## config.mk

```make
export PLATFORM = sky130hd
export DESIGN_NAME = perceptron_weight_trainer
export DESIGN_NICKNAME = d
export VERILOG_FILES = /design/src/rtl/perceptron_pkg.sv /design/src/rtl/sat_weight_update.sv /design/src/rtl/perceptron_weight_trainer.sv
export SDC_FILE = /design/constraint.sdc
export NUM_CORES = 2
export LEC_CHECK = 0
export CAP_MARGIN = 15
export CORE_ASPECT_RATIO = 0.5
export CORE_MARGIN = 2
export CORE_UTILIZATION = 45
export DETAILED_ROUTE_END_ITERATION = 12
export HOLD_SLACK_MARGIN = 0.1
export PLACE_DENSITY_LB_ADDON = 0.05
export SYNTH_ARGS = -nofsm -noshare
export SYNTH_HDL_FRONTEND = slang
export SYNTH_SLANG_ARGS = --single-unit
```

## constraint.sdc

```tcl
create_clock -name clk -period 5.9 [get_ports clk]
set_input_delay 0.59 -clock clk [delete_from_list [all_inputs] [get_ports clk]]
set_output_delay 0.59 -clock clk [all_outputs]
set_load 0.03 [all_outputs]
```

## src/rtl/perceptron_pkg.sv

```systemverilog
// Shared definitions for the perceptron predictor: weight geometry, the
// trainer state encoding, and weight-field slicing used by the trainer and
// the Wallace sum units.
package perceptron_pkg;

  localparam int NUM_WEIGHTS = 12;
  localparam int WEIGHT_W    = 4;
  localparam int ROW_W       = NUM_WEIGHTS * WEIGHT_W;

  typedef enum logic [2:0] {
    ST_CLEAR  = 3'd0,
    ST_IDLE   = 3'd1,
    ST_READ   = 3'd2,
    ST_UPDATE = 3'd3,
    ST_WRITE  = 3'd4,
    ST_DONE   = 3'd5
  } state_t;

  // Weight i of a packed row lives at bits [i*WEIGHT_W +: WEIGHT_W].
  function automatic logic [WEIGHT_W-1:0] get_field(input logic [ROW_W-1:0] row,
                                                    input int unsigned i);
    return row[i*WEIGHT_W +: WEIGHT_W];
  endfunction

endpackage

```

## src/rtl/sat_weight_update.sv

```systemverilog
// Single-weight saturating +1/-1 step. The weight never wraps: it holds at
// the all-ones maximum on increment and at zero on decrement.
module sat_weight_update
  import perceptron_pkg::*;
(
  input  logic [WEIGHT_W-1:0] w,
  input  logic                inc,
  output logic [WEIGHT_W-1:0] w_next
);

  localparam logic [WEIGHT_W-1:0] W_MAX = {WEIGHT_W{1'b1}};
  localparam logic [WEIGHT_W-1:0] W_MIN = {WEIGHT_W{1'b0}};
  localparam logic [WEIGHT_W-1:0] W_ONE = {{(WEIGHT_W-1){1'b0}}, 1'b1};

  // Saturating step in the direction selected by inc.
  always_comb begin
    w_next = w;
    if (inc) begin
      if (w == W_MAX) begin
        w_next = w;
      end else begin
        w_next = w + W_ONE;
      end
    end else begin
      if (w == W_MIN) begin
        w_next = w;
      end else begin
        w_next = w - W_ONE;
      end
    end
  end

endmodule

```

## src/rtl/perceptron_weight_trainer.sv

```systemverilog
// Owner of the perceptron weight table. Clears the table to INIT_W after
// reset, serves a registered read port with write-first bypass, and applies
// saturating per-weight training updates as a read-modify-write of one row.
// Confident correct predictions retire without touching the table.
module perceptron_weight_trainer
  import perceptron_pkg::*;
#(
  parameter int TABLE_DEPTH = 64,
  parameter int IDX_W       = 6,
  parameter int INIT_W      = 8
)
(
  input  logic                   clk,
  input  logic                   reset_n,
  input  logic                   train_valid,
  output logic                   train_ready,
  input  logic [IDX_W-1:0]       train_idx,
  input  logic [NUM_WEIGHTS-1:0] train_hist,
  input  logic                   train_taken,
  input  logic                   train_pred,
  input  logic                   train_confident,
  input  logic [IDX_W-1:0]       rd_idx,
  output logic [ROW_W-1:0]       rd_weights,
  output logic                   upd_done,
  output logic                   upd_written,
  output logic                   init_busy
);

  localparam logic [WEIGHT_W-1:0] INIT_FIELD = WEIGHT_W'(INIT_W);
  localparam logic [ROW_W-1:0]    INIT_ROW   = {NUM_WEIGHTS{INIT_FIELD}};
  localparam logic [IDX_W-1:0]    LAST_ROW   = IDX_W'(TABLE_DEPTH - 1);
  localparam logic [IDX_W-1:0]    IDX_ONE    = {{(IDX_W-1){1'b0}}, 1'b1};

  state_t                 state;
  logic [IDX_W-1:0]       clr_ptr;
  logic [IDX_W-1:0]       idx_r;
  logic [NUM_WEIGHTS-1:0] hist_r;
  logic                   taken_r;
  logic [ROW_W-1:0]       row_r;
  logic [ROW_W-1:0]       new_r;
  logic [ROW_W-1:0]       new_row;
  logic                   skip;
  logic [ROW_W-1:0]       mem [TABLE_DEPTH];

  // A confident correct prediction needs no training.
  assign skip = (train_pred == train_taken) && train_confident;

  // One saturating updater per weight: strengthen when the history bit
  // agrees with the outcome, weaken otherwise.
  for (genvar g = 0; g < NUM_WEIGHTS; g++) begin : g_upd
    sat_weight_update u_sat (
      .w      (get_field(row_r, g)),
      .inc    (hist_r[g] == taken_r),
      .w_next (new_row[g*WEIGHT_W +: WEIGHT_W])
    );
  end

  // Table storage: clear sweep during CLEAR, row commit during WRITE.
  // Writes are suppressed while reset is asserted so an aborted request
  // never lands in the table.
  always_ff @(posedge clk) begin
    if (reset_n && (state == ST_CLEAR)) begin
      mem[clr_ptr] <= INIT_ROW;
    end else if (reset_n && (state == ST_WRITE)) begin
      mem[idx_r] <= new_r;
    end
  end

  // Training FSM with registered handshake and status outputs.
  always_ff @(posedge clk) begin
    if (!reset_n) begin
      state       <= ST_CLEAR;
      clr_ptr     <= '0;
      idx_r       <= '0;
      hist_r      <= '0;
      taken_r     <= 1'b0;
      row_r       <= '0;
      new_r       <= '0;
      train_ready <= 1'b0;
      upd_done    <= 1'b0;
      upd_written <= 1'b0;
      init_busy   <= 1'b1;
    end else begin
      upd_done    <= 1'b0;
      upd_written <= 1'b0;
      case (state)
        ST_CLEAR: begin
          if (clr_ptr == LAST_ROW) begin
            state       <= ST_IDLE;
            train_ready <= 1'b1;
            init_busy   <= 1'b0;
          end else begin
            clr_ptr <= clr_ptr + IDX_ONE;
          end
        end
        ST_IDLE: begin
          if (train_valid) begin
            idx_r       <= train_idx;
            hist_r      <= train_hist;
            taken_r     <= train_taken;
            train_ready <= 1'b0;
            if (skip) begin
              state    <= ST_DONE;
              upd_done <= 1'b1;
            end else begin
              state <= ST_READ;
            end
          end
        end
        ST_READ: begin
          row_r <= mem[idx_r];
          state <= ST_UPDATE;
        end
        ST_UPDATE: begin
          new_r       <= new_row;
          state       <= ST_WRITE;
          upd_done    <= 1'b1;
          upd_written <= 1'b1;
        end
        ST_WRITE: begin
          state       <= ST_IDLE;
          train_ready <= 1'b1;
        end
        ST_DONE: begin
          state       <= ST_IDLE;
          train_ready <= 1'b1;
        end
        default: begin
          state       <= ST_CLEAR;
          clr_ptr     <= '0;
          train_ready <= 1'b0;
          init_busy   <= 1'b1;
        end
      endcase
    end
  end

  // Registered predictor read port; the row being committed this cycle is
  // forwarded so the predictor never sees stale weights.
  always_ff @(posedge clk) begin
    if (!reset_n) begin
      rd_weights <= '0;
    end else if (state == ST_CLEAR) begin
      rd_weights <= INIT_ROW;
    end else if ((state == ST_WRITE) && (rd_idx == idx_r)) begin
      rd_weights <= new_r;
    end else begin
      rd_weights <= mem[rd_idx];
    end
  end

endmodule

```

==> flow_results.xml <==
<?xml version="1.0" encoding="UTF-8"?>
<metrics>
  <group name="routing">
    <metric name="wirelength" unit="mm">582.4</metric>
    <metric name="route.detailed.wl_per_inst" unit="um">45.33</metric>
    <metric name="remaining_drc_errors" unit="">0</metric>
    <metric name="number_of_antenna_violating_nets_in_the_routed_design" unit="">0</metric>
    <metric name="dr.pass1.iters" unit="">6</metric>
    <metric name="route.detailed.vias_per_inst" unit="">7.137</metric>
    <metric name="1st_iter_drt_viols" unit="">15160</metric>
    <metric name="vias" unit="">91700</metric>
  </group>
  <group name="status">
    <metric name="run_status" unit="">completed</metric>
  </group>
  <group name="sta">
    <metric name="clock-skew-final" unit="ns">0.08191</metric>
    <metric name="tightestPinTransition" unit="ns">1.365</metric>
    <metric name="postLayoutSetupSlackWorst" unit="ns">1.598</metric>
    <metric name="unrepaired_setup_endpoints_after_global_routing" unit="">no</metric>
    <metric name="fin_setup_tns" unit="ns">0</metric>
    <metric name="post_route_fraction_of_the_period_consumed_by_the_critical_path" unit="">0.7292</metric>
    <metric name="final-setup-viol-count" unit="">0</metric>
    <metric name="timing_max_transition_violations_final" unit="">0</metric>
    <metric name="max_slew_margin" unit="">0.09010</metric>
    <metric name="period_needed" unit="ns">4.302</metric>
    <metric name="final_hold_viol_count" unit="">0</metric>
    <metric name="timing.fmax" unit="MHz">232.4</metric>
  </group>
  <group name="logic_synthesis">
    <metric name="synth_largest_area_cell" unit="">sky130_fd_sc_hd__edfxtp_1</metric>
    <metric name="synth.mux.area_fraction" unit="">0.2703</metric>
    <metric name="yosysWarnings" unit="">0</metric>
    <metric name="postSynth.topFlopCell" unit="">sky130_fd_sc_hd__edfxtp_1</metric>
    <metric name="post-synth-top-count-cell" unit="">sky130_fd_sc_hd__edfxtp_1</metric>
    <metric name="xor_xnor_fraction_of_synth_area" unit="">0.002439</metric>
    <metric name="synth_top_family_by_area" unit="">multiplexers</metric>
    <metric name="yosys-top-cells-area" unit="">sky130_fd_sc_hd__edfxtp_1 61%, sky130_fd_sc_hd__mux4_2 23%, sky130_fd_sc_hd__mux2i_1 3.7%</metric>
    <metric name="number_of_standard_cells_after_synthesis" unit="">7895</metric>
    <metric name="synth-edff-count" unit="">3072</metric>
    <metric name="synth-compound-area-share" unit="">0.03962</metric>
    <metric name="yosys.area_share.simple" unit="">0.02796</metric>
    <metric name="seq_area_frac_synth" unit="">0.6350</metric>
    <metric name="post_synth_instance_area" unit="um^2">150800</metric>
    <metric name="yosys.cell_types.count" unit="">73</metric>
    <metric name="synth_common_cells" unit="">3,072 x sky130_fd_sc_hd__edfxtp_1, 1,542 x sky130_fd_sc_hd__mux4_2, 560 x sky130_fd_sc_hd__mux2i_1</metric>
    <metric name="synth_top_cell_area_share" unit="">0.6117</metric>
    <metric name="async_reset_ff_frac" unit="">0</metric>
    <metric name="synth_nets" unit="">7950</metric>
    <metric name="avgSynthCellArea" unit="um^2">19.10</metric>
    <metric name="synth-seq-cells" unit="">3248</metric>
    <metric name="yosys.area_share.adder" unit="">0.002074</metric>
  </group>
  <group name="grt">
    <metric name="grt_total_ovfl" unit="">0</metric>
    <metric name="gr-usage-all-layers" unit="">0.3383</metric>
    <metric name="grt_pass1_vias" unit="">89830</metric>
    <metric name="grt_pass1_wl" unit="mm">782.6</metric>
    <metric name="number_of_antenna_violations_at_the_first_check_in_global_routing" unit="">47</metric>
    <metric name="grt_start_max_net_pins" unit="">89</metric>
  </group>
  <group name="place">
    <metric name="portBuffers" unit="">81</metric>
    <metric name="placed_wire_length_estimate_after_detailed_placement" unit="mm">364.3</metric>
    <metric name="gp_routability_congestion" unit="">0.9171</metric>
    <metric name="placedInstanceArea" unit="um^2">159200</metric>
    <metric name="detailedPlace.worstSlack" unit="ns">1.685</metric>
  </group>
  <group name="final_layout">
    <metric name="nFillCells" unit="">26690</metric>
    <metric name="design.final.nets" unit="">8165</metric>
    <metric name="layout-area-overhead-vs-synth" unit="%">12.15</metric>
    <metric name="finish.instance_area" unit="um^2">169100</metric>
    <metric name="proportion_of_layout_cells_with_a_drive_suffix_above_1" unit="">0.3089</metric>
  </group>
  <group name="cts">
    <metric name="ctsHtreeMaxLevel" unit="">5</metric>
    <metric name="cts_tree" unit="">built</metric>
    <metric name="cts_inserted_buffers" unit="">309</metric>
    <metric name="post_cts_resize_count" unit="">0</metric>
    <metric name="cts_root_buf" unit="">sky130_fd_sc_hd__clkbuf_16</metric>
    <metric name="cts.repair_timing.setup_buffer_count" unit="">0</metric>
    <metric name="cts_sinks" unit="">3248</metric>
    <metric name="clock_latency_on_the_worst_skew_pair" unit="ns">0.95</metric>
    <metric name="cts.reportedPaths.clkPinSlew" unit="ns">0.07</metric>
    <metric name="cts-hold-fix-buffers" unit="">0</metric>
    <metric name="max-clock-path-buffers" unit="">4</metric>
  </group>
  <group name="critical_path">
    <metric name="crit_path_category" unit="">flip-flop to flip-flop</metric>
    <metric name="worst_r2r_path_cells" unit="">6</metric>
    <metric name="timing.critical_path.required" unit="ns">6.65</metric>
    <metric name="cp-end-kind" unit="">flip-flop</metric>
    <metric name="crit_arrival" unit="ns">5.05</metric>
    <metric name="critical_path_peak_fanout" unit="">35</metric>
    <metric name="setup.worst_path.start_class" unit="">flip-flop</metric>
  </group>
  <group name="die">
    <metric name="row_count" unit="">150</metric>
    <metric name="dieHeight" unit="um">413.4</metric>
    <metric name="initial_core_util" unit="">0.4517</metric>
    <metric name="floorplan.core_area" unit="um^2">333900</metric>
    <metric name="die_area" unit="um^2">340100</metric>
    <metric name="count_of_pins_on_the_block_boundary" unit="">82</metric>
    <metric name="die-width" unit="um">822.7</metric>
  </group>
  <group name="power_and_ir_drop">
    <metric name="p_per_area" unit="nW/um^2">278.5</metric>
    <metric name="report.power.total" unit="mW">47.10</metric>
    <metric name="max-vdd-ir-drop" unit="V">0.0002112</metric>
    <metric name="total_leakage_power" unit="nW">49.99</metric>
  </group>
  <group name="min_path">
    <metric name="timing.hold.worst_path_depth" unit="">3</metric>
    <metric name="hold_class" unit="">primary input to flip-flop</metric>
  </group>
  <group name="flow_run">
    <metric name="max_cap_violations" unit="">0</metric>
  </group>
</metrics>
cells in the final DEF (no fill, tap or decap), types with 44 or more instances in the layout:
master / count
sky130_fd_sc_hd__edfxtp_1: 3072
sky130_fd_sc_hd__buf_12: 91
sky130_fd_sc_hd__a31oi_1: 52
sky130_fd_sc_hd__clkinv_2: 49
sky130_fd_sc_hd__and2_1: 90
sky130_fd_sc_hd__mux4_2: 1542
sky130_fd_sc_hd__clkdlybuf4s50_1: 75
sky130_fd_sc_hd__dfxtp_1: 170
sky130_fd_sc_hd__o22ai_1: 147
sky130_fd_sc_hd__mux2i_1: 560
sky130_fd_sc_hd__buf_4: 349
sky130_fd_sc_hd__a22oi_1: 73
sky130_fd_sc_hd__a21oi_1: 134
sky130_fd_sc_hd__o21ai_0: 108
sky130_fd_sc_hd__clkinv_1: 44
sky130_fd_sc_hd__clkbuf_16: 315
sky130_fd_sc_hd__o221ai_1: 82
sky130_fd_sc_hd__nand2_1: 306
sky130_fd_sc_hd__nor2_4: 68
sky130_fd_sc_hd__nand3_1: 133
sky130_fd_sc_hd__clkbuf_1: 75
sky130_fd_sc_hd__nor2_1: 94
routing by layer:
| layer | track usage | up-vias | wire length [um] |
|---|---|---|---|
| met2 | 0.4956 | 6673 | 252100 |
| met1 | 0.4843 | 49620 | 228500 |
| met3 | 0.09854 | 1185 | 75510 |
| met4 | 0.1254 | 22 | 26140 |
| li1 | - | 34200 | - |
| met5 | 0 | - | 134 |
power breakdown:
| part | internal [mW] | switching [mW] |
|---|---|---|
| sequential | 24.9 | 0.0416 |
| clock | 11.2 | 9.17 |
| combinational | 0.698 | 1.13 |
| total | 36.8 | 10.3 |
logic make-up after synthesis:
family / after synthesis
and+or+nand+nor: 890
xor gates and xnor gates: 42
DFF: 3248
buffers and inverters: 670
muxes: 2140
adders and majority gates: 25
AOI/OAI and AO/OA: 880
per-stage QoR:
step                      hold slack (ns)  utilization  cells
after global placement             0.4641       0.4765  12270
after CTS                          0.1565       0.5060  12820
after floorplan                    0.4483            -   7895
after global routing               0.1946       0.5064  12830
after detailed placement           0.4840       0.4767  12280
final                              0.2096       0.5066  12850
final cells by class:
class	count	area, um^2	area share
Multi-Input combinational cell	3977	52300	0.3092
Tap cell	4484	5610	0.03317
Timing Repair Buffer	528	5404	0.03195
Inverter	46	185.2	0.001095
Clock buffer	405	8371	0.04949
Antenna cell	18	45.04	0.0002663
Clock inverter	143	1429	0.008448
Sequential cell	3248	95790	0.5664
critical path, cell delays in order, from the launching register on:
cell                       delay, ns
sky130_fd_sc_hd__dfxtp_1        0.74
sky130_fd_sc_hd__or3_1          0.61
sky130_fd_sc_hd__nand2_4        0.64
sky130_fd_sc_hd__nor3_2         0.99
sky130_fd_sc_hd__buf_4          0.58
sky130_fd_sc_hd__nand2_1        0.22
sky130_fd_sc_hd__o211ai_1       0.27
registers in the layout, summed over array words and instances (netlist names):
signal / flops
upd_done: 1
hist_r: 12
init_busy: 1
mem: 3072
row_r: 48
rd_weights: 48
taken_r: 1
state: 3
idx_r: 6
clr_ptr: 6
train_ready: 1
new_r: 48
upd_written: 1
final timing paths:
path                start             end  slack (ns)
max reg2reg      state[1]  rd_weights[12]        1.60
min          train_idx[0]        idx_r[0]        0.21
max              state[1]  rd_weights[12]        1.60
min reg2reg     hist_r[8]       hist_r[8]        0.50
Power figures use the tool's default switching activity.
